[src/rtl/key_pkg.sv]
// Shared types and width helpers for the key event classifier.
package key_pkg;

    typedef enum logic [2:0] {
        IDLE   = 3'd0,
        PRESS1 = 3'd1,
        WAIT2  = 3'd2,
        PRESS2 = 3'd3,
        HOLD   = 3'd4
    } key_state_t;

    // Counter width for values 0..n-1, never narrower than one bit.
    function automatic int clog2_min1(input int n);
        return (n <= 2) ? 1 : $clog2(n);
    endfunction

    function automatic int max3(input int a, input int b, input int c);
        int m;
        m = (a > b) ? a : b;
        return (m > c) ? m : c;
    endfunction

endpackage

[src/rtl/ms_timebase.sv]
// Millisecond timebase: cycle prescaler plus saturating millisecond counter.
module ms_timebase #(
    parameter int CYC_PER_MS = 50000,
    parameter int MS_W       = 10
) (
    input  logic            clk,
    input  logic            rst_n,
    input  logic            clr,
    output logic [MS_W-1:0] ms_cnt,
    output logic            tick
);
    import key_pkg::*;

    localparam int PRE_W = clog2_min1(CYC_PER_MS);
    localparam logic [PRE_W-1:0] PRE_LAST = PRE_W'(CYC_PER_MS - 1);
    localparam logic [MS_W-1:0]  MS_SAT   = '1;

    logic [PRE_W-1:0] pre_cnt_q, pre_cnt_d;
    logic [MS_W-1:0]  ms_cnt_q, ms_cnt_d;

    assign tick   = (pre_cnt_q == PRE_LAST);
    assign ms_cnt = ms_cnt_q;

    always_comb begin
        pre_cnt_d = pre_cnt_q;
        ms_cnt_d  = ms_cnt_q;
        if (clr) begin
            pre_cnt_d = '0;
            ms_cnt_d  = '0;
        end else if (tick) begin
            pre_cnt_d = '0;
            // Saturate so a long wait can never alias back onto a threshold.
            if (ms_cnt_q != MS_SAT)
                ms_cnt_d = ms_cnt_q + 1'b1;
        end else begin
            pre_cnt_d = pre_cnt_q + 1'b1;
        end
    end

    always_ff @(posedge clk or negedge rst_n) begin
        if (!rst_n) begin
            pre_cnt_q <= '0;
            ms_cnt_q  <= '0;
        end else begin
            pre_cnt_q <= pre_cnt_d;
            ms_cnt_q  <= ms_cnt_d;
        end
    end

endmodule

[src/rtl/key_event_classifier.sv]
// Turns a debounced key level into short / double / long / repeat event pulses.
module key_event_classifier #(
    parameter int CYC_PER_MS = 50000,
    parameter int LONG_MS    = 1000,
    parameter int DBL_MS     = 300,
    parameter int REPEAT_MS  = 200,
    parameter int ACTIVE_LOW = 1
) (
    input  logic clk,
    input  logic rst_n,
    input  logic key_level,
    output logic short_press,
    output logic double_click,
    output logic long_press,
    output logic repeat_evt,
    output logic busy
);
    import key_pkg::*;

    localparam int MAX_MS = max3(LONG_MS, DBL_MS, REPEAT_MS);
    localparam int MS_W   = clog2_min1(MAX_MS + 1);
    localparam logic ACT_LVL = (ACTIVE_LOW != 0);

    localparam logic [MS_W-1:0] LONG_M1 = MS_W'(LONG_MS - 1);
    localparam logic [MS_W-1:0] DBL_M1  = MS_W'(DBL_MS - 1);
    localparam logic [MS_W-1:0] REP_M1  = MS_W'(REPEAT_MS - 1);

    key_state_t      state_q, state_d;
    logic            short_q, short_d;
    logic            dbl_q, dbl_d;
    logic            long_q, long_d;
    logic            rep_q, rep_d;
    logic            busy_q, busy_d;
    logic            restart;
    logic            clr;
    logic            tick;
    logic [MS_W-1:0] ms_cnt;
    logic            pressed;

    assign pressed = key_level ^ ACT_LVL;

    ms_timebase #(
        .CYC_PER_MS (CYC_PER_MS),
        .MS_W       (MS_W)
    ) u_timebase (
        .clk    (clk),
        .rst_n  (rst_n),
        .clr    (clr),
        .ms_cnt (ms_cnt),
        .tick   (tick)
    );

    always_comb begin
        state_d = state_q;
        short_d = 1'b0;
        dbl_d   = 1'b0;
        long_d  = 1'b0;
        rep_d   = 1'b0;
        restart = 1'b0;
        // Key transitions are tested first so they win over coincident timeouts.
        unique case (state_q)
            IDLE:   if (pressed) state_d = PRESS1;
            PRESS1: begin
                if (!pressed) state_d = WAIT2;
                else if (tick && ms_cnt == LONG_M1) begin
                    state_d = HOLD;
                    long_d  = 1'b1;
                end
            end
            WAIT2: begin
                if (pressed) state_d = PRESS2;
                else if (tick && ms_cnt == DBL_M1) begin
                    state_d = IDLE;
                    short_d = 1'b1;
                end
            end
            PRESS2: begin
                if (!pressed) begin
                    state_d = IDLE;
                    dbl_d   = 1'b1;
                end
            end
            HOLD: begin
                if (!pressed) state_d = IDLE;
                else if (tick && ms_cnt == REP_M1) begin
                    rep_d   = 1'b1;
                    restart = 1'b1;
                end
            end
            default: state_d = IDLE;
        endcase
        busy_d = (state_d != IDLE);
    end

    assign clr = (state_d != state_q) || restart;

    always_ff @(posedge clk or negedge rst_n) begin
        if (!rst_n) begin
            state_q <= IDLE;
            short_q <= 1'b0;
            dbl_q   <= 1'b0;
            long_q  <= 1'b0;
            rep_q   <= 1'b0;
            busy_q  <= 1'b0;
        end else begin
            state_q <= state_d;
            short_q <= short_d;
            dbl_q   <= dbl_d;
            long_q  <= long_d;
            rep_q   <= rep_d;
            busy_q  <= busy_d;
        end
    end

    assign short_press  = short_q;
    assign double_click = dbl_q;
    assign long_press   = long_q;
    assign repeat_evt   = rep_q;
    assign busy         = busy_q;

endmodule
[config.mk]
export PLATFORM = sky130hd
export DESIGN_NAME = key_event_classifier
export DESIGN_NICKNAME = d
export VERILOG_FILES = /design/src/rtl/key_pkg.sv /design/src/rtl/ms_timebase.sv /design/src/rtl/key_event_classifier.sv
export SDC_FILE = /design/constraint.sdc
export NUM_CORES = 1
export LEC_CHECK = 0
export ABC_AREA = 1
export CAP_MARGIN = 20
export CELL_PAD_IN_SITES_DETAIL_PLACEMENT = 0
export CELL_PAD_IN_SITES_GLOBAL_PLACEMENT = 1
export CORE_MARGIN = 2
export CORE_UTILIZATION = 24
export DETAILED_ROUTE_END_ITERATION = 8
export PLACE_DENSITY = 0.54
export SYNTH_ARGS = -nofsm -noshare
export SYNTH_HDL_FRONTEND = slang
export SYNTH_HIERARCHICAL = 1
export SYNTH_SLANG_ARGS = --single-unit
[constraint.sdc]
create_clock -name clk -period 4.4 [get_ports clk]
set_input_delay 0.88 -clock clk [delete_from_list [all_inputs] [get_ports clk]]
set_output_delay 0.88 -clock clk [all_outputs]
set_load 0.1 [all_outputs]
==> results.toml <==
[timing]
rsz0062_at_grt = "false"
tns_ns = 0
fin_crit_ns = 3.12
setup_viol = 0
max_freq_ghz = 0.320
drv_slew = 0
maxSlewHeadroom_pct = 35.6
skew_ns = 0.00720
hold_viol_final = 0
period_share_pct = 70.9
worst_pin_slew_ns = 0.963

[critical_path]
worstSetupPathType = "primary input to flip-flop"
crit_arrival_ns = 3.29
crit_required_ns = 4.57
worstSetupStartpoint = "key_level"
cp-start-kind = "primary input"
end_kind = "flip-flop"
r2r_start = "u_timebase/pre_cnt_q[0]"
cp_max_fo = 13

[routing]
drt_pass1_iterations = 4
vias = 1882
first_iter_violations = 73
ant_nets = 0
routed_wl_um = 5360
drc = 0
drt-vias-per-instance = 4.49
wl_per_cell_um = 12.8

[pwr]
power_switching_share_pct = 43.0
combPwrFrac_pct = 38.8
cellLeakagePower_nw = 1.03
seqPwrFrac_pct = 36.3
p_total_mw = 0.992
p_sw_mw = 0.427
clkPwrFrac_pct = 24.9
p_int_mw = 0.565
powerDensity_nw_per_um2 = 415
peakVddDrop_mv = 0.143

[floorplan]
fp-row-count = 34
start_util_pct = 24.5
die_w_um = 98.0
die_height_um = 98.0
ios = 8
coreArea_um2 = 8640
dieArea_um2 = 9600

[synthesis]
synth_top_area_share_pct = 40.1
synth_common_cells = "nand2_1, nor2_1, dfrtp_1"
async_reset_ff_share_pct = 100
ys.flop_type = "dfrtp_1"
synth-edff-count = 0
syn-mean-instance-area_um2 = 7.11
synth_fp_nets = 303
syn_area_um2 = 2120
ys_seq_area_share_pct = 40.1
ys_types = 30
yosysTopAreaCell = "dfrtp_1"
ys_seq_elements = 34
yosysMostFrequentCell = "nand2_1"
yosysWarningCount = 6
synth_cells = 298
yosys-top-cells-area = "dfrtp_1, nand2_1, nor2_1"

[layout]
synthToLayoutAreaGrowth_pct = 12.7
drive_gt1_share_pct = 11.6
register_area_um2 = 851
fillers = 953
nets = 315
diodes = 0
multi_input_area_um2 = 1110

[clocking]
path_clk_slew_ns = 0.07
clockBufferDepth = 2
cts-root-buf = "clkbuf_8"
numCtsBuffers = 5
cts_resized = 0
cts_hold_buf = 0
post-cts-setup-buffers = 0
cts_tree = "done"
cts.sinks = 34
ctsHtreeMaxLevel = 2
clk_latency_ns = 0.29

[grt]
antenna_found_initial = 0
grt_overflow = 0
grt_usage_pct = 11.9
grt_max_degree = 35
grt_pass1_wl_um = 9200
grt_pass1_vias = 1891

[outcome]
outcome = "complete, no violations"

[run]
cap_violations = 0

[min_path]
worstHoldPathType = "flip-flop to flip-flop"
min_from = "u_timebase/pre_cnt_q[0]"

[placed_design]
portBuffers = 7
dp_hpwl_um = 3930
place_congestion = 0.788
## worst max-delay path: stages
cell and delay [ns]:
clkdlybuf4s50_1 0.54, nand2_1 0.07, nor2_1 0.12, nand3_1 0.12, nand2_1 0.14, nand2_4 0.06
nor2_2 0.07, nor2_1 0.05, nand2_1 0.29, clkinv_1 0.39, nand2_4 0.30, nand2_4 0.13
nand2_1 0.08, nand2_1 0.06
## per-stage QoR
stage	util, %	instances	worst slack (ns)	hold WS [ns]	instance area (µm²)
3_3_place_gp	26.6	411	1.00	0.458	2300
6_report	27.7	419	1.28	0.467	2390
2_1_floorplan	-	298	2.08	0.429	2120
5_1_grt	27.7	419	0.941	0.488	2390
4_1_cts	27.7	419	1.26	0.474	2390
3_5_place_dp	26.6	411	0.949	0.464	2300
## layout by cell type (no fill, tap or decap), drive strengths merged
cell            n
nand3          23
nor4            1
o21ai           5
nand4          10
buf             1
a21oi           8
xor2            3
o21a            1
clkinv          2
dfrtp          34
nor3            7
nor2           64
o21bai          3
inv            35
a21boi          1
and2            1
clkdlybuf4s50   6
ha              2
nand2          92
nand3b          1
clkbuf          7
nor3b           4
## final timing paths
check | cells past startpoint | slack, ns | end
min in group asynchronous | 1 | 0.68 | u_timebase/pre_cnt_q[14]
hold reg to reg | 1 | 0.47 | u_timebase/pre_cnt_q[0]
hold / removal | 1 | 0.47 | u_timebase/pre_cnt_q[0]
setup / recovery | 14 | 1.28 | u_timebase/ms_cnt[1]
max in group asynchronous | 1 | 3.21 | state_q[0]
setup reg to reg | 15 | 1.31 | u_timebase/ms_cnt[1]
## cell type report
cell class,instances,share of cell area (%)
clock buffer,7,3.61
clock inverter,1,0.210
inverter,36,5.66
multi-input combinational,226,46.5
sequential,34,35.6
tap,108,5.66
timing repair buffer,7,2.72
## cells by family after synthesis
family,count (synthesis),synth area share [%]
adders and majority gates,2,1.18
buffers and inverters,38,7.44
xor gates and xnor gates,3,1.24
AOI/OAI and AO/OA,18,5.02
DFF,34,40.1
and+or+nand+nor,203,45.0
## layer usage
layer  vias up  part of all wire (%)  GRT usage (%)
li1        967                     -              -
met2        25                    44           18.9
met4         0                   1.8           4.38
met3         9                   2.9           2.65
met1       881                    51           15.9
met5         -                     0              0
## flip-flops by register name, summed over array words and instances, names as in the netlist
| name | count |
|---|---|
| busy | 1 |
| state_q | 3 |
| u_timebase/pre_cnt_q | 16 |
| short_press | 1 |
| u_timebase/ms_cnt | 10 |
| double_click | 1 |
| long_press | 1 |
| repeat_evt | 1 |
## power groups by stage
stage / logic [mW] / clock network (mW) / registers, mW
global placement: 0.384 / 0 / 0.366
detailed placement: 0.390 / 0 / 0.366
global route: 0.424 / 0.273 / 0.363
CTS: 0.390 / 0.261 / 0.360
floorplan: 0.282 / 0 / 0.407
finish: 0.385 / 0.247 / 0.359
Note: power is estimated with default switching activity, not from simulation.
